[src/rtl/imm_gen_pipe.sv]
// RISC-V immediate generator behind a 2-entry result FIFO (head + skid register).
// Define IMMGEN_ZICSR_EN to decode csrr*i encodings as Fmt=CSR with a 5-bit zero-extended uimm.
module imm_gen_pipe #(
  parameter int unsigned XLEN  = 32,
  parameter int unsigned TAG_W = 5
) (
  input  logic             Clk,
  input  logic             Rst_n,
  input  logic             Flush,
  input  logic             InValid,
  output logic             InReady,
  input  logic [31:0]      Ins,
  input  logic [TAG_W-1:0] InTag,
  output logic             OutValid,
  input  logic             OutReady,
  output logic [XLEN-1:0]  Immediate,
  output logic [2:0]       Fmt,
  output logic             Illegal,
  output logic [TAG_W-1:0] OutTag
);

  localparam logic [2:0] FMT_NONE = 3'd0;
  localparam logic [2:0] FMT_I    = 3'd1;
  localparam logic [2:0] FMT_ISH  = 3'd2;
  localparam logic [2:0] FMT_S    = 3'd3;
  localparam logic [2:0] FMT_B    = 3'd4;
  localparam logic [2:0] FMT_U    = 3'd5;
  localparam logic [2:0] FMT_J    = 3'd6;
`ifdef IMMGEN_ZICSR_EN
  localparam logic [2:0] FMT_CSR  = 3'd7;
`endif

  logic [6:0]      w_opc;
  logic [2:0]      w_f3;
  logic            w_is_shift;
  logic [XLEN-1:0] w_imm_i;
  logic [XLEN-1:0] w_imm_s;
  logic [XLEN-1:0] w_imm_b;
  logic [XLEN-1:0] w_imm_u;
  logic [XLEN-1:0] w_imm_j;
  logic [XLEN-1:0] w_imm_sh;
  logic [XLEN-1:0] w_imm_sh5;
  logic [XLEN-1:0] w_dec_imm;
  logic [2:0]      w_dec_fmt;
  logic            w_dec_ill;

  assign w_opc      = Ins[6:0];
  assign w_f3       = Ins[14:12];
  assign w_is_shift = (w_f3 == 3'b001) || (w_f3 == 3'b101);
  assign w_imm_i    = {{(XLEN-12){Ins[31]}}, Ins[31:20]};
  assign w_imm_s    = {{(XLEN-12){Ins[31]}}, Ins[31:25], Ins[11:7]};
  assign w_imm_b    = {{(XLEN-13){Ins[31]}}, Ins[31], Ins[7], Ins[30:25], Ins[11:8], 1'b0};
  assign w_imm_u    = {{(XLEN-32){Ins[31]}}, Ins[31:12], 12'b0};
  assign w_imm_j    = {{(XLEN-21){Ins[31]}}, Ins[31], Ins[19:12], Ins[20], Ins[30:21], 1'b0};
  assign w_imm_sh5  = XLEN'(Ins[24:20]);
  assign w_imm_sh   = (XLEN == 64) ? XLEN'(Ins[25:20]) : w_imm_sh5;

  // Opcode decode; every path lands on a defined format
  always_comb begin
    w_dec_imm = '0;
    w_dec_fmt = FMT_NONE;
    w_dec_ill = 1'b0;
    if (Ins[1:0] != 2'b11) begin
      w_dec_ill = 1'b1;
    end else begin
      case (w_opc)
        7'b0000011, 7'b0001111, 7'b1100111: begin
          w_dec_imm = w_imm_i;
          w_dec_fmt = FMT_I;
        end
        7'b1110011: begin
`ifdef IMMGEN_ZICSR_EN
          if (w_f3[2] && (w_f3[1:0] != 2'b00)) begin
            w_dec_imm = XLEN'(Ins[19:15]);
            w_dec_fmt = FMT_CSR;
          end else begin
            w_dec_imm = w_imm_i;
            w_dec_fmt = FMT_I;
          end
`else
          w_dec_imm = w_imm_i;
          w_dec_fmt = FMT_I;
`endif
        end
        7'b0010011: begin
          if (w_is_shift) begin
            w_dec_imm = w_imm_sh;
            w_dec_fmt = FMT_ISH;
          end else begin
            w_dec_imm = w_imm_i;
            w_dec_fmt = FMT_I;
          end
        end
        7'b0011011: begin
          if (XLEN == 64) begin
            if (w_is_shift) begin
              w_dec_imm = w_imm_sh5;
              w_dec_fmt = FMT_ISH;
            end else begin
              w_dec_imm = w_imm_i;
              w_dec_fmt = FMT_I;
            end
          end else begin
            w_dec_ill = 1'b1;
          end
        end
        7'b0100011: begin
          w_dec_imm = w_imm_s;
          w_dec_fmt = FMT_S;
        end
        7'b1100011: begin
          w_dec_imm = w_imm_b;
          w_dec_fmt = FMT_B;
        end
        7'b0010111, 7'b0110111: begin
          w_dec_imm = w_imm_u;
          w_dec_fmt = FMT_U;
        end
        7'b1101111: begin
          w_dec_imm = w_imm_j;
          w_dec_fmt = FMT_J;
        end
        7'b0110011, 7'b0111011: begin
          w_dec_fmt = FMT_NONE;
        end
        default: begin
          w_dec_ill = 1'b1;
        end
      endcase
    end
  end

  // Head entry drives the outputs directly; skid holds the second entry
  logic [1:0]       r_count;
  logic             r_in_ready;
  logic             r_out_valid;
  logic [XLEN-1:0]  r_imm;
  logic [2:0]       r_fmt;
  logic             r_ill;
  logic [TAG_W-1:0] r_tag;
  logic [XLEN-1:0]  r_sk_imm;
  logic [2:0]       r_sk_fmt;
  logic             r_sk_ill;
  logic [TAG_W-1:0] r_sk_tag;

  logic       w_push;
  logic       w_pop;
  logic [1:0] w_count_nxt;

  assign w_push      = InValid & r_in_ready;
  assign w_pop       = r_out_valid & OutReady;
  assign w_count_nxt = r_count + 2'(w_push) - 2'(w_pop);

  always_ff @(posedge Clk or negedge Rst_n) begin
    if (!Rst_n) begin
      r_count     <= 2'd0;
      r_in_ready  <= 1'b1;
      r_out_valid <= 1'b0;
      r_imm       <= '0;
      r_fmt       <= FMT_NONE;
      r_ill       <= 1'b0;
      r_tag       <= '0;
      r_sk_imm    <= '0;
      r_sk_fmt    <= FMT_NONE;
      r_sk_ill    <= 1'b0;
      r_sk_tag    <= '0;
    end else if (Flush) begin
      r_count     <= 2'd0;
      r_in_ready  <= 1'b1;
      r_out_valid <= 1'b0;
    end else begin
      if (w_pop && (r_count == 2'd2)) begin
        r_imm <= r_sk_imm;
        r_fmt <= r_sk_fmt;
        r_ill <= r_sk_ill;
        r_tag <= r_sk_tag;
      end else if (w_push && ((r_count == 2'd0) || w_pop)) begin
        r_imm <= w_dec_imm;
        r_fmt <= w_dec_fmt;
        r_ill <= w_dec_ill;
        r_tag <= InTag;
      end
      if (w_push && !w_pop && (r_count == 2'd1)) begin
        r_sk_imm <= w_dec_imm;
        r_sk_fmt <= w_dec_fmt;
        r_sk_ill <= w_dec_ill;
        r_sk_tag <= InTag;
      end
      r_count     <= w_count_nxt;
      r_out_valid <= (w_count_nxt != 2'd0);
      r_in_ready  <= (w_count_nxt != 2'd2);
    end
  end

  assign InReady   = r_in_ready;
  assign OutValid  = r_out_valid;
  assign Immediate = r_imm;
  assign Fmt       = r_fmt;
  assign Illegal   = r_ill;
  assign OutTag    = r_tag;

endmodule

[config.mk]
export PLATFORM = sky130hd
export DESIGN_NAME = imm_gen_pipe
export DESIGN_NICKNAME = d
export VERILOG_FILES = /design/src/rtl/imm_gen_pipe.sv
export SDC_FILE = /design/constraint.sdc
export NUM_CORES = 1
export LEC_CHECK = 0
export CAP_MARGIN = 20
export CORE_AREA = 4 4 98 100
export CTS_CLUSTER_SIZE = 14
export DETAILED_ROUTE_END_ITERATION = 6
export DIE_AREA = 0 0 102 104
export HOLD_SLACK_MARGIN = 0.15
export PLACE_DENSITY_LB_ADDON = 0.2
export SLEW_MARGIN = 5
export SYNTH_ARGS = -nofsm -noshare
export SYNTH_HDL_FRONTEND = slang
export SYNTH_SLANG_ARGS = --single-unit
[constraint.sdc]
create_clock -name Clk -period 3.15 [get_ports Clk]
set_input_delay 0.315 -clock Clk [delete_from_list [all_inputs] [get_ports Clk]]
set_output_delay 0.315 -clock Clk [all_outputs]
set_load 0.02 [all_outputs]
; ---- After elaboration in Yosys (flattened, before gate mapping)
; Index checks and enable logic that the tools add are counted.
[word_totals]
wordCells = 68
register_bits = 86
[classes]
bitwise = 3
n_mux = 19
n_reduce_logical = 15
addsub = 2
n_eq_ne = 18
[ops]
columns = op, count
row1 = $pmux 32 s6, 1
row2 = $mux 32, 4
row3 = $eq 7x6->1 const B, 4
row4 = $eq 7x7->1 const B, 4
row5 = $pmux 3 s6, 1
row6 = $eq 7x5->1 const B, 2
row7 = $reduce_or 12->1, 1
row8 = $mux 5, 2
row9 = $mux 3, 3
row10 = $eq 7x2->1 const B, 1
row11 = $eq 7x4->1 const B, 1
row12 = $mux 1, 6
row13 = $logic_and 1x1->1, 4
row14 = $mux 2, 2
row15 = $ne 2x2->1 const B, 2
row16 = $reduce_and 2->1, 2
row17 = $reduce_bool 2->1, 2
row18 = $reduce_or 4->1, 1
row19 = $eq 3x1->1 const B, 1
row20 = $eq 3x3->1 const B, 1
row21 = $add 2x1->2, 1
row22 = $and 1x1->1, 2
row23 = $eq 2x1->1 const B, 1
row24 = $eq 2x2->1 const B, 1
row25 = 6 further kinds, 7

; ---- Logic depth before layout (Yosys ltp)
; Gate-level depths: netlist (run 1).
[depth]
word_depth = 7
depth_mapped = 8
ltp_nobuf = 8

; ---- Worst setup path after synthesis (run 1)
; Ideal clock, no wire load.
[synth_path]
path_type = input to register
from = input Ins[5]
to = register r_imm[10] (netlist: Immediate[10])
setup_slack_ns = 1.205
setup_time_ns = 0.126
arrival_ns = 1.819
stages = 6
path_cell_list = buf_2 -> and4b_1 -> o31a_1 -> o41ai_4 -> nor3_4 -> a221o_1
[synth_between]
elab_chain_len = 6
word_cells_on_any_way = 16
cone_classes = eq/ne: 10 / mux: 4 / reduce/logical: 2
[synth_lines]
columns = element, line
row1 = from (decl), 12  ; input logic [31:0] Ins,
row2 = $eq 7x7->1 (tied with other cells), 66  ; case (w_opc)
row3 = $reduce_or 4->1 (no line) / $reduce_or 2->1 (equally long branches), --
row4 = $pmux 32 s6 (*), 66
row5 = $mux 32 (*), 63  ; if (Ins[1:0] != 2'b11) begin
row6 = $mux 32 (*), 177  ; end else if (w_push && ((r_count == 2'd0) || w_pop)) begin
row7 = $mux 32 (*), 172  ; if (w_pop && (r_count == 2'd2)) begin
row8 = to (signal assigned), 173  ; r_imm <= r_sk_imm;
row9 = to (signal assigned), 178  ; r_imm <= w_dec_imm;
row10 = to (decl), 137  ; logic [XLEN-1:0] r_imm;
; Every way passes the cells marked *; elsewhere a longest branch is shown, timed or not. The select of a mux whose other input is x is not followed.
; A chain may end at the register's enable or synchronous reset.

; ---- Worst setup path after layout (run 1)
[layout_path]
from = input Ins[4]
to = register r_sk_imm[16]
[layout_between]
elab_chain_len = 4
word_cells_on_any_way = 14
cone_classes = eq/ne: 10 / mux: 2 / reduce/logical: 2
[layout_lines]
columns = element, line
row1 = $eq 7x7->1 (tied with other cells), 66
row2 = $reduce_or 4->1 (no line) / $reduce_or 2->1 (equally long branches), --
row3 = $pmux 32 s6 (*), 66
row4 = $mux 32 (*), 63
row5 = to (signal assigned), 184  ; r_sk_imm <= w_dec_imm;
row6 = to (decl), 141  ; logic [XLEN-1:0] r_sk_imm;
; Every way passes the cells marked *; elsewhere a longest branch is shown, timed or not.

==> metrics, run 1 <==
status complete, no violations; count of flip-flops with a built-in enable after synthesis 0; PnR Total Power 4.380 mW; synthesized instance count roughly 440; Clock Sinks 86; antenna violations before repair 0; async set or reset register ratio after synthesis 100.0%; count of pins over their slew limit 0; via count of the first global-routing pass between 3000 and 4000; Post-Route Utilization 61.76%; total cell area at the placement stage ~0.0051 mm^2; worst setup slack after layout about 0.83 ns; Port Buffer Count 84; number of remaining DRC errors 0; Most Used Layer, Global Route met2; routed length per placed instance about 18 um; clock tree root driver cell sky130_fd_sc_hd__clkbuf_8; Finished Layout Cells about 630; post-synthesis average cell area 9.296 um^2; max-slew headroom at the worst pin about half; met1 Track Usage GR ~30%; met2 layer usage reported by global route between 30% and 40%; simple logic cell fraction of the synthesized area 19.31%; detailed-placement wirelength estimate 7.679 mm; Max Clock Freq 431.7 MHz; Via Count around 3700; horizontal extent of the die 102 um; Critical Path Sink Type register; placeable core region between 0.008 and 0.009 mm^2; Final period util between 70 and 80%; CTS tree done; proportion of synthesized area in mux cells 0%; antenna-violating nets left 0; area of the mapped netlist roughly 0.0041 mm^2; synthesis warning total 0; number of nets at the end of the flow approximately 570; type of the worst setup path in -> reg; Final Routed Wirelength approximately 11 mm; total gr overflow 0; Inserted Diodes 0; area added between synthesis and finish 30.45%; number of register bits inferred by synthesis 86; vertical extent of the die 104 um; Hold Crit Class in -> async; clock transition time at the flip-flop clock pins of the worst setup and hold paths 0.09 ns; Fin Hold WS 0.4564 ns; ratio of cells with drive above 1 in the final layout under 10%; synth unique cells between 50 and 60; final worst clock skew 0.01116 ns; post-synthesis compound-gate area fraction 23.14%; unrepaired setup endpoints after global routing no; reg2reg path depth 6; data arrival time of the critical path 2.52 ns; area of all placed cells without fillers ~0.0054 mm^2; depth of the CTS H-tree 3; sequential share of the synthesized area a little over half; type of origin of the critical path input port; crit path max fanout 16; wire length of the first global-routing pass approximately 18 mm; Mapped Nets a little under 500; FILL cells about 770; required time of the critical path ~3.4 ns; Row Count 34; post-layout min period 2.316 ns; P_leak approximately 2.2 nW; final number of setup-violating endpoints 0; Peak VDD IR just under 400 uV; Worst-Margin Slew ~0.75 ns; combinational family with the most area after synthesis compound AO/OA/AOI/OAI gates; number of top-level pins between 80 and 90; average vias per placed instance 5.880; Synth Area in XOR/XNOR less than 1%; clock insertion delay at the later pin of the skew report ~0.36 ns; Global Route met3 Usage 3.823%; number of iterations in the first detailed-routing pass 5; final number of hold-violating endpoints 0; largest net degree at the start of global routing 87; initial standard-cell utilization of the core between 40% and 50%; most frequently used flop master after synthesis sky130_fd_sc_hd__dfrtp_1; areal power density over the cells 817.1 mW/mm^2; total placed cells including tap cells slightly above 600; Global Route Usage Sum a little over a fifth; number of buffers between clock root and the deepest sink 2; number of gates resized after cts 0; final weighted congestion of routability-driven global placement approximately 0.86; pre-CTS setup slack around 0.48 ns; area enclosed by the die boundary around 0.011 mm^2; Detailed Route Iter0 Violations around 140; adder-cell share of the synthesized area less than 1%; sum of negative setup slack 0 ns; number of maximum-capacitance violations 0; number of buffers inserted during clock tree synthesis 9
==> kinds of logic after synthesis <==
logic type	Yosys count
fa+ha+maj	3
flops	86
compound gates	146
buf+inv	39
simple gates	166
xor+xnor	2
==> state kept, by name, summed over array words and instances, names as in the netlist <==
signal     count
Fmt            3
Illegal        1
Immediate     32
InReady        1
OutTag         5
OutValid       1
r_count        2
r_sk_fmt       3
r_sk_ill       1
r_sk_imm      32
r_sk_tag       5
==> Yosys cell counts (2+ instances only) <==
cell type,number,area (um^2)
sky130_fd_sc_hd__a21boi_0,2,15.01
sky130_fd_sc_hd__a21oi_1,22,110.1
sky130_fd_sc_hd__a221o_1,7,70.07
sky130_fd_sc_hd__a22oi_1,10,75.07
sky130_fd_sc_hd__a31oi_1,32,200.2
sky130_fd_sc_hd__a32oi_1,2,17.52
sky130_fd_sc_hd__and3_1,10,62.56
sky130_fd_sc_hd__buf_1,7,26.28
sky130_fd_sc_hd__buf_2,8,40.04
sky130_fd_sc_hd__clkbuf_1,20,75.07
sky130_fd_sc_hd__dfrtp_1,85,2127
sky130_fd_sc_hd__ha_1,3,37.54
sky130_fd_sc_hd__inv_1,4,15.01
sky130_fd_sc_hd__nand2_1,82,307.8
sky130_fd_sc_hd__nand2b_1,5,31.28
sky130_fd_sc_hd__nand3_1,2,10.01
sky130_fd_sc_hd__nor2_1,34,127.6
sky130_fd_sc_hd__nor2b_1,5,31.28
sky130_fd_sc_hd__nor3_1,5,25.02
sky130_fd_sc_hd__nor3b_1,3,22.52
sky130_fd_sc_hd__nor4_1,2,12.51
sky130_fd_sc_hd__nor4bb_1,2,20.02
sky130_fd_sc_hd__o211a_1,2,20.02
sky130_fd_sc_hd__o21a_1,2,15.01
sky130_fd_sc_hd__o21ai_0,34,170.2
sky130_fd_sc_hd__o22ai_1,20,125.1
sky130_fd_sc_hd__o31ai_1,3,22.52
sky130_fd_sc_hd__or2_2,2,12.51
sky130_fd_sc_hd__or3_1,3,18.77
==> critical path, stage by stage <==
cell                              delay [ns]
sky130_fd_sc_hd__clkdlybuf4s50_1        0.66
sky130_fd_sc_hd__nand2b_1               0.36
sky130_fd_sc_hd__nor4_4                 0.09
sky130_fd_sc_hd__or2_2                  0.34
sky130_fd_sc_hd__o21ai_2                0.55
sky130_fd_sc_hd__a31oi_1                0.20
==> where the power goes <==
group | switching, mW | leakage [nW] | internal (mW)
Sequential | 0.250 | 1.08 | 1.54
Clock | 0.405 | 0.110 | 0.474
Combinational | 0.921 | 1.04 | 0.794
==> timing repair <==
item,4_1_cts,5_1_grt
hold endpoints to repair,0,35
hold buffers,0,1
setup buffers,0,0
setup endpoints to repair,0,0
==> placed cells by master (no fill, tap or decap), types with 3 or more instances in the layout <==
master	instances
sky130_fd_sc_hd__dfrtp_1	85
sky130_fd_sc_hd__clkdlybuf4s50_1	83
sky130_fd_sc_hd__nand2_1	82
sky130_fd_sc_hd__nor2_1	34
sky130_fd_sc_hd__o21ai_0	34
sky130_fd_sc_hd__a31oi_1	32
sky130_fd_sc_hd__a21oi_1	21
sky130_fd_sc_hd__o22ai_1	20
sky130_fd_sc_hd__buf_4	17
sky130_fd_sc_hd__and3_1	10
sky130_fd_sc_hd__a22oi_1	10
sky130_fd_sc_hd__clkbuf_8	10
sky130_fd_sc_hd__a221o_1	7
sky130_fd_sc_hd__nor2b_1	5
sky130_fd_sc_hd__nand2b_1	5
sky130_fd_sc_hd__nor3_1	5
sky130_fd_sc_hd__inv_1	4
sky130_fd_sc_hd__or3_1	3
sky130_fd_sc_hd__o31ai_1	3
sky130_fd_sc_hd__ha_1	3
==> final timing paths <==
path	from	slack [ns]	to
worst max-delay path	Ins[4]	0.83	r_sk_imm[16]
worst min-delay path	Rst_n	0.46	Immediate[10]
worst max register to register	InReady	0.90	Immediate[15]
worst min register to register	r_sk_ill	0.48	r_sk_ill
max in group asynchronous	Rst_n	2.08	r_sk_imm[18]
min in group Clk	r_sk_ill	0.48	r_sk_ill
==> cell type report <==
cell class	count	area, um^2	share of cell area (%)
Timing Repair Buffer	102	996.0	18.58
Tap cell	108	135.1	2.521
Inverter	4	15.01	0.2801
Clock inverter	6	92.59	1.727
Clock buffer	10	137.6	2.568
Multi-Input combinational cell	317	1831	34.15
Sequential cell	86	2153	40.17
==> layer usage <==
| layer | share of wire (%) | wire length (um) | vias up |
|---|---|---|---|
| met1 | 42 | 4723 | 1798 |
| met2 | 48 | 5337 | 153 |
| met4 | 2.3 | 256 | 0 |
| li1 | - | - | 1747 |
| met5 | 0 | 0 | - |
| met3 | 7.6 | 850 | 24 |
No activity file was read; power rests on OpenSTA's default activity.
==> inputs of run 2 (changes only) <==
- CORE_AREA: 4 4 98 100 -> 4 4 100 102
- DIE_AREA: 0 0 102 104 -> 0 0 104 106
- clock period: 3.15 -> 1.85 ns (I/O delays scaled with it)
==> run 2 against run 1 <==
Effect of this change: wire length up 5.9%; core utilization grew 2.0 points; final area up 8.3%; clock skew down 0.0035 ns; sequential share of layout area is 3.1 points lower; via count rose by 3.6%; power increased by 73%; worst hold slack worse by 0.12 ns; non-clock buffer count increased by 44; sequential power rose by 70%; critical path depth rose by 1; largest cell class unchanged; largest power group is now combinational logic; highest routed layer unchanged.
==> metrics, run 2 (synthesis gave the netlist of run 1 again) <==
post-layout min period approximately 1.8 ns; initial standard-cell utilization of the core 45.11% (-2.2 points); wire length of the first global-routing pass 19.17 mm (+4.7%); Peak VDD IR 492.1 uV (+28%); Final period util 95.51%; total cell area at the placement stage 0.005421 mm^2 (+6.5%); CTS tree done; average vias per placed instance 5.669 (-3.6%); most frequent standard cell in the layout excluding fill and tap cells sky130_fd_sc_hd__dfrtp_1; Clock Sinks 86 (unchanged); Worst-Margin Slew 0.5339 ns (-0.2152 ns); largest net degree at the start of global routing 51 (-41%); P_leak 2.509 nW (+13%); Most Used Layer, Global Route met2; depth of the CTS H-tree 3 (unchanged); number of top-level pins 85 (unchanged); number of buffers inserted during clock tree synthesis 9 (unchanged); launching point of the worst reg2reg path InReady; final number of hold-violating endpoints 0 (unchanged); antenna violations before repair 0 (unchanged); type of the worst setup path reg -> reg; highest-count cells in the layout ignoring fill and taps sky130_fd_sc_hd__dfrtp_1, sky130_fd_sc_hd__nand2_1, sky130_fd_sc_hd__clkdlybuf4s50_1, sky130_fd_sc_hd__buf_4, sky130_fd_sc_hd__nor2_1; number of buffers between clock root and the deepest sink 2 (unchanged); met1 Track Usage GR 28.72% (-0.92 points); crit path max fanout 2 (-14); unrepaired setup endpoints after global routing yes; type of origin of the critical path register; FILL cells 775 (+0.13%); Port Buffer Count 84 (unchanged); Global Route met3 Usage 3.157% (-0.67 points); vertical extent of the die 106 um (+1.9%); Fin Hold WS 0.3357 ns (-0.1206 ns); reg2reg path depth 7 (+1); clock transition time at the flip-flop clock pins of the worst setup and hold paths 0.09 ns (about the same); ratio of cells with drive above 1 in the final layout 17.57% (+8.8 points); Hold Crit Class in -> async; Final Routed Wirelength 11.83 mm (+5.9%); antenna-violating nets left 0 (unchanged); Critical Path Sink Type register; placeable core region 0.009109 mm^2 (+5.0%); areal power density over the cells 1307 mW/mm^2 (+60%); area of all placed cells without fillers 0.005806 mm^2 (+8.3%); number of maximum-capacitance violations 0 (unchanged); required time of the critical path 2.09 ns (-1.26 ns); horizontal extent of the die 104 um (+2.0%); routed length per placed instance 17.39 um (-1.4%); total gr overflow 0 (unchanged); worst reg2reg endpoint OutValid; final number of setup-violating endpoints 0 (unchanged); Via Count 3855 (+3.6%); via count of the first global-routing pass 3857 (+5.2%); area added between synthesis and finish 41.29%; Global Route Usage Sum 21.30% (-0.28 points); number of remaining DRC errors 0 (unchanged); clock tree root driver cell sky130_fd_sc_hd__clkbuf_8; Inserted Diodes 0 (unchanged); max-slew headroom at the worst pin 64.41% (+15 points); critical path startpoint InReady; final worst clock skew 0.007681 ns (-0.003480 ns); worst setup slack after layout 0.08311 ns (-0.7507 ns); number of iterations in the first detailed-routing pass 5 (unchanged); pre-CTS setup slack -0.5023 ns (-0.9832 ns); number of nets at the end of the flow 609 (+7.8%); R2R Setup Slk 0.08 ns (-0.82 ns); met2 layer usage reported by global route 33.66% (+0.42 points); status complete, no violations; final weighted congestion of routability-driven global placement 0.8658 (+0.79%); PnR Total Power 7.585 mW (+73%); Row Count 35 (+2.9%); data arrival time of the critical path 2.01 ns (-0.51 ns); clock insertion delay at the later pin of the skew report 0.35 ns (about the same); worst setup path endpoint OutValid; Detailed Route Iter0 Violations 188 (+31%); detailed-placement wirelength estimate 8.143 mm (+6.0%); count of pins over their slew limit 0 (unchanged); Max Clock Freq about 570 MHz; area enclosed by the die boundary 0.01102 mm^2 (+3.9%)
run 2: cell count changes in the layout (fill, tap and decap cells not counted), sizes merged:
cell	change
bufinv	-1
clkinvlp	-1
inv	-1
buf	+43
clkdlybuf4s50	-4
dlymetal6s2s	+4
clkinv	+4
run 2: through the flow:
| stage | utilization [%] | instances | setup TNS [ns] |
|---|---|---|---|
| 6_report | 63.74 | 680 | 0 |
| 2_1_floorplan | - | 442 | 0 |
| 3_3_place_gp | 59.52 | 653 | -21.12 |
| 4_1_cts | 61.99 | 670 | 0 |
| 5_1_grt | 63.74 | 680 | -0.004592 |
| 3_5_place_dp | 59.52 | 653 | -24.63 |
run 2: repair_timing:
item,CTS,global route
endpoints found under the hold margin,37,0
setup buffers,0,8
endpoints found under the setup margin,41,67
hold buffers,1,0
pin swaps,2,10
gates resized for setup,4,27
cloned,0,2
run 2: routing by layer:
metal | vias up | share of wire [%]
met2 | 136 | 49
li1 | 1846 | -
met4 | 0 | 1.9
met1 | 1856 | 44
met3 | 17 | 5.6
met5 | - | 0
run 2: how the worst min path moves through the flow:
stage	end	slack, ns	start
after floorplan	Fmt[0]	-0.11	Rst_n
after global routing	r_count[0]	0.38	Rst_n
final	r_count[0]	0.34	Rst_n
after CTS	r_sk_tag[1]	0.35	Rst_n
after global placement	r_count[1]	0.18	Rst_n
after detailed placement	r_count[1]	0.19	Rst_n
run 2: cell type report:
class | instances | area, um^2 | area share (%)
tap | 111 | 138.9 | 2.392
multi-input combinational | 317 | 1879 | 32.37
clock buffer | 9 | 123.9 | 2.134
clock inverter | 7 | 73.82 | 1.272
timing repair buffer | 146 | 1420 | 24.46
inverter | 4 | 15.01 | 0.2586
sequential | 86 | 2155 | 37.11
run 2: power breakdown:
group,internal (mW),switching (mW)
logic,1.56,1.62
clock network,0.629,0.720
registers,2.62,0.433
total,4.81,2.78
run 2: critical path: stages (launching register included):
cell                      delay (ns)
sky130_fd_sc_hd__dfstp_2        0.54
sky130_fd_sc_hd__nand2_2        0.06
sky130_fd_sc_hd__ha_1           0.28
sky130_fd_sc_hd__inv_1          0.04
sky130_fd_sc_hd__ha_1           0.21
sky130_fd_sc_hd__xnor2_2        0.18
sky130_fd_sc_hd__nor2_1         0.07
sky130_fd_sc_hd__or2_2          0.28
==> inputs of run 3 (changes only) <==
==> constraint.sdc (replaced) <==
create_clock -name Clk -period 1.85 [get_ports Clk]
set_input_delay 0.185 -clock Clk [delete_from_list [all_inputs] [get_ports Clk]]
set_output_delay 0.185 -clock Clk [all_outputs]
set_load 0.1 [all_outputs]
==> run 3 against run 2 <==
Effect of this change: core utilization grew 0.70 points; maximum frequency shrank 2.9%; clock power is essentially flat; power grew 33%; setup slack lost 0.053 ns; critical endpoint is now r_sk_imm[6].
==> metrics, run 3 (synthesis gave the netlist of run 1 again) <==
crit-path leading delay family flip-flops; placeable core region 0.009109 mm^2 (unchanged); number of buffers inserted during clock tree synthesis 9 (unchanged); largest incremental delay on the critical path 0.65 ns (+0.11 ns); Row Count 35 (unchanged); number of nets at the end of the flow 619 (+1.6%); antenna-violating nets left 0 (unchanged); required time of the critical path 2.14 ns (+0.05 ns); Worst-Margin Slew 0.4528 ns (-0.08105 ns); Via Count 3952 (+2.5%); CTS tree done; area added between synthesis and finish 42.84%; Clock Sinks 86 (unchanged); area of all placed cells without fillers 0.005869 mm^2 (+1.1%); final number of setup-violating endpoints 0 (unchanged); Final period util 98.39% (+2.9 points); initial standard-cell utilization of the core 45.11% (unchanged); final number of hold-violating endpoints 0 (unchanged); Inserted Diodes 0 (unchanged); Fin Hold WS 0.2465 ns (-0.08929 ns); horizontal extent of the die 104 um (unchanged); routed length per placed instance 17.68 um (+1.7%); data arrival time of the critical path 2.11 ns (+0.10 ns); final worst clock skew 0.009622 ns (+0.001941 ns); Global Route Usage Sum 21.44% (+0.14 points); final weighted congestion of routability-driven global placement 0.8762 (+1.2%); Port Buffer Count 84 (unchanged); area enclosed by the die boundary 0.01102 mm^2 (unchanged); via count of the first global-routing pass 3755 (-2.6%); most frequent standard cell in the layout excluding fill and tap cells sky130_fd_sc_hd__buf_4; type of origin of the critical path register; number of maximum-capacitance violations 0 (unchanged); type of the worst setup path reg -> reg; average vias per placed instance 5.728 (+1.0%); total gr overflow 0 (unchanged); crit path max fanout 12 (+10); Peak VDD IR 927.8 uV (+89%); detailed-placement wirelength estimate 8.408 mm (+3.3%); Stages on worst setup path 8 (+1); clock tree root driver cell sky130_fd_sc_hd__clkbuf_8; total cell area at the placement stage 0.005498 mm^2 (+1.4%); max-slew headroom at the worst pin 69.03% (+4.6 points); number of buffers between clock root and the deepest sink 2 (unchanged); highest-count cells in the layout ignoring fill and taps sky130_fd_sc_hd__buf_4, sky130_fd_sc_hd__dfrtp_1, sky130_fd_sc_hd__nand2_1, sky130_fd_sc_hd__clkdlybuf4s50_1, sky130_fd_sc_hd__nor2_1; Hold Crit Class in -> async; Max Clock Freq 549.4 MHz (-2.9%); vertical extent of the die 106 um (unchanged); number of remaining DRC errors 0 (unchanged); ratio of cells with drive above 1 in the final layout 27.63% (+10 points); P_leak 2.608 nW (+4.0%); slowest stage cell on the critical path sky130_fd_sc_hd__dfstp_4; Post-Route Utilization 64.44% (+0.70 points); CP bufs+invs 3 (+2); Detailed Route Iter0 Violations 275 (+46%); number of iterations in the first detailed-routing pass 5 (unchanged); FILL cells 787 (+1.5%); number of top-level pins 85 (unchanged); depth of the CTS H-tree 3 (unchanged); antenna violations before repair 0 (unchanged); wire length of the first global-routing pass 19.24 mm (+0.40%); largest net degree at the start of global routing 53 (+3.9%); unrepaired setup endpoints after global routing yes; Final Routed Wirelength 12.20 mm (+3.1%); clock insertion delay at the later pin of the skew report 0.36 ns (about the same); critical-path cell list nand2_4, inv_4, ha_2, nor4bb_4, buf_4, buf_6, nand2_1, o21ai_1; status complete, no violations; reg2reg path depth 8 (+1); count of pins over their slew limit 0 (unchanged); post-layout min period 1.820 ns (+0.05340 ns); Critical Path Sink Type register; clock transition time at the flip-flop clock pins of the worst setup and hold paths 0.10 ns (about the same); areal power density over the cells 1715 mW/mm^2 (+31%)
-- run 3: cell count changes in the layout (fill, tap and decap cells not counted), moves of 3 or more --
cell and delta:
sky130_fd_sc_hd__buf_4 +49, sky130_fd_sc_hd__clkdlybuf4s50_1 -43, sky130_fd_sc_hd__o21ai_0 -5, sky130_fd_sc_hd__a21oi_1 +3, sky130_fd_sc_hd__a21oi_2 -3, sky130_fd_sc_hd__ha_1 -3
sky130_fd_sc_hd__o21ai_2 +3
-- run 3: worst reg2reg max path, delay by kind of cell, from the launching register on --
| family | cells | cell delay (ns) |
|---|---|---|
| AOI/OAI and AO/OA | 1 | 0.12 |
| buffers and inverters | 3 | 0.44 |
| and+or+nand+nor | 3 | 0.37 |
| DFF | 1 | 0.65 |
| adders and majority gates | 1 | 0.17 |
-- run 3: power by group --
group	internal, mW	switching [mW]
sequential	2.63	0.444
clock	0.639	0.734
combinational	1.60	4.02
-- run 3: final timing paths --
path	startpoint	to	slack (ns)
worst max-delay path	InReady	r_sk_imm[6]	0.03
min in group Clk	InTag[3]	r_sk_tag[3]	0.38
worst min register to register	r_sk_ill	r_sk_ill	0.47
max in group asynchronous	Rst_n	r_sk_imm[18]	1.05
worst min-delay path	Rst_n	r_sk_imm[1]	0.25
worst max register to register	InReady	r_sk_imm[6]	0.03
-- run 3: repair_timing --
item	CTS	global route
pin swaps	4	1
hold endpoints to repair	86	0
setup endpoints to repair	38	43
resized for setup	6	16
hold buffers	1	0
setup buffers	1	5
cloned	0	4
-- run 3: layer usage --
metal,part of all wire [%],GRT usage [%],vias up
met4,1.7,5.793,0
met5,0,0,-
li1,-,-,1863
met1,43,28.99,1916
met2,49,35.19,153
met3,5.5,4.493,20
-- run 3: cell type report --
| class | instances | area, um^2 | share of cell area [%] |
|---|---|---|---|
| sequential | 86 | 2161 | 36.82 |
| tap | 111 | 138.9 | 2.366 |
| timing repair buffer | 156 | 1430 | 24.37 |
| clock buffer | 9 | 123.9 | 2.110 |
| inverter | 4 | 17.52 | 0.2984 |
| clock inverter | 7 | 77.57 | 1.322 |
| multi-input combinational | 317 | 1921 | 32.72 |
-- run 3: through the flow --
| stage | setup WS [ns] | total power [mW] | setup TNS (ns) | std cells |
|---|---|---|---|---|
| after floorplan | -0.01731 | 7.115 | -0.01731 | 442 |
| after global placement | -0.4743 | 8.454 | -21.79 | 663 |
| after detailed placement | -0.4792 | 8.572 | -24.86 | 663 |
| after CTS | 0.001182 | 9.941 | 0 | 681 |
| after global routing | -0.04269 | 10.55 | -0.5168 | 690 |
| final | 0.02971 | 10.07 | 0 | 690 |
==> patch (flow settings as in run 3) <==
`TAG_W`: 5 -> 10.
--- a/src/rtl/imm_gen_pipe.sv
+++ b/src/rtl/imm_gen_pipe.sv
@@ -3,5 +3,5 @@
 module imm_gen_pipe #(
   parameter int unsigned XLEN  = 32,
-  parameter int unsigned TAG_W = 5
+  parameter int unsigned TAG_W = 10
 ) (
   input  logic             Clk,
Ports: changed (resized InTag and OutTag); port bits go from 85 to 95. The function was not compared with the original's and may differ.
==> patch against run 3 <==
Largest cell class unchanged; clock skew is 1.0 ps lower; final area is 9.8% higher; critical path type unchanged; setup slack better by 29 ps; sequential cell count is 10 higher; die area stayed put; wire length is 11% higher; synthesized cell count is 11% higher; synthesized area is 9.6% higher; power is 8.9% higher.
==> patch: results (changes against run 3) <==
- The number of cells traversed by the worst register-to-register path is 7 (-1).
- By area the synthesized netlist is led by dfrtp_1 (53%), nand2_1 (8.8%), a31oi_1 (5.3%).
- In this run the worst setup path terminates at Immediate[6]$_DFFE_PN0P_.
- The flow ran to the end, and the final reports show no timing, DRC or antenna violations.
- The largest net degree at the start of global routing is 49 (-7.5%).
- The number of nets in the finished design is 682 (+10%).
- The overall via count from detail_route is 4296 (+8.7%).
- The global-route wire length before repair is 21.4 mm (+11%).
- The slowest stage of the critical path belongs to the cell dfstp_4.
- The maximum count of clock buffers along a single path is 2 (unchanged).
- The maximum single-stage delay on the critical path is 640 ps.
- The share of final-layout standard cells stronger than drive strength 1 came to 27.8% (+0.15 points).
- The initial antenna violation count was 0 (unchanged).
- Clock-pin slew was measured on the worst setup and hold paths at 110 ps.
- The initial detailed-routing violation count is 204 (-26%).
- The iteration count of the initial detailed-routing pass is 5 (unchanged).
- The number of CTS-inserted buffers is 9 (unchanged).
- The net count after synthesis is 539 (+11%).
- The latest clock arrival within the worst-skew pair is 370 ps.
- The worst-case setup slack after placement is -462 ps (+17.6 ps).
- The top fanout value on the critical path was 9 (-3).
- The antenna diode instance count came to 0 (unchanged).
- Clock tree synthesis selected as its root buffer the cell clkbuf_8.
- The instance count after placement with tap cells included is 718 (+8.3%).
- The path type of the worst min-delay path is input pin to async pin.
- The startpoint of the most critical setup path is InReady$_DFF_PN1_.
- The max-cap violation count was 0 (unchanged).
- The relative slew slack is 69.9% (+0.90 points).
- The per-cell routed wire length is 18.1 um (+2.4%).
- The fraction of the yosys area taken by sequential cells is 53.4% (+0.97 points).
- The count of warnings emitted by yosys is 0 (unchanged).
- The final period utilization is 96.8% (-1.6 points).
- The worst clock skew on the final layout was 8.61 ps (-1.01 ps).
- The critical path is of the register to register type.
- The cell area reported after detailed placement was 5930 um2 (+7.9%).
- The fraction of registers with async set/reset came to 100% (unchanged).
- The maximum ir drop on the vdd rail is 1.00 mV (+8.0%).
- The commonest cells after synthesis are nand2_1 (106), dfrtp_1 (95), nor2_1 (40), a31oi_1 (38), o21ai_0 (36).
- The number of distinct library cell variants in the gate-level netlist after synthesis is 55 (+3.8%).
- The post-synthesis instance total is 489 (+11%).
- The launch point of the worst reg-to-reg path is InReady$_DFF_PN1_.
- The total half-perimeter wirelength after legalization and detailed placement is 9.41 mm (+12%).
- The global placer's final weighted congestion is 0.888 (+1.3%).
- The data arrival at the endpoint of the critical path came to 2050 ps (-60 ps).
- The via count of the first global-routing pass is 4190 (+12%).
- The quantity of I/O buffers inserted on ports is 94 (+12%).
- The total track usage was 24.3% (+2.8 points).
- The aggregate routed wire length is 13.5 mm (+11%).
- The cell leakage power was 2.93 nW (+13%).
- The depth of the CTS H-tree was 3 (unchanged).
- The number of enable-type register cells in the synthesized netlist is 0 (unchanged).
- The count of filler cells inserted in the layout is 722 (-8.3%).
## patch: cell type report
class	count	area, um2	area share [%]
Inverter	5	23.8	0.369
Tap cell	111	139	2.15
Clock inverter	6	57.6	0.893
Timing Repair Buffer	166	1540	24.0
Clock buffer	10	138	2.14
Multi-Input combinational cell	354	2130	33.1
Sequential cell	96	2410	37.4
## patch: logic make-up after synthesis
kind of cell	synth area share (%)
AND/OR/NAND/NOR	20.4
adder cells (fa/ha/maj)	0.834
flip-flops	53.4
XOR/XNOR	0.389
AO/OA/AOI/OAI	21.4
buffers and inverters	3.64
## patch: critical path, delay by kind of cell, from the launching register on
family,cells,cell delay [ps]
compound gates,3,550
flops,1,640
buf+inv,2,260
simple gates,2,220
## patch: how the worst min path moves through the flow
stage	slack [ps]	start	to	cells past startpoint
after floorplan	-110	Rst_n	Fmt[0]$_DFFE_PN0P_	0
after global placement	150	Rst_n	r_sk_imm[25]$_DFFE_PN0P_	1
after detailed placement	160	Rst_n	Immediate[25]$_DFFE_PN0P_	1
after CTS	300	Rst_n	Immediate[25]$_DFFE_PN0P_	2
after global routing	300	Ins[12]	r_sk_imm[12]$_DFFE_PN0P_	4
final	280	Rst_n	Immediate[25]$_DFFE_PN0P_	2
## patch: layer usage
layer	wire length, um	GRT usage, %
met1	6150	34.4
met2	6450	38.5
met3	717	3.46
met4	222	8.36
met5	0	0
## patch: what timing repair did
action                                 4_1_cts  5_1_grt
resized for setup                            8       32
buffers inserted                             1        6
hold buffers                                 1        0
endpoints found under the hold margin       31        0
gates cloned                                 2        4
setup endpoints to repair                   36       72
pin swaps                                    0        8
## patch: power by group
part           internal (mW)  total [mW]  leakage (nW)  switching (mW)
clock network          0.560        1.39         0.101           0.829
logic                   1.69        6.14          1.64            4.45
registers               2.94        3.43          1.20           0.490
total                   5.19        11.0          2.93            5.77
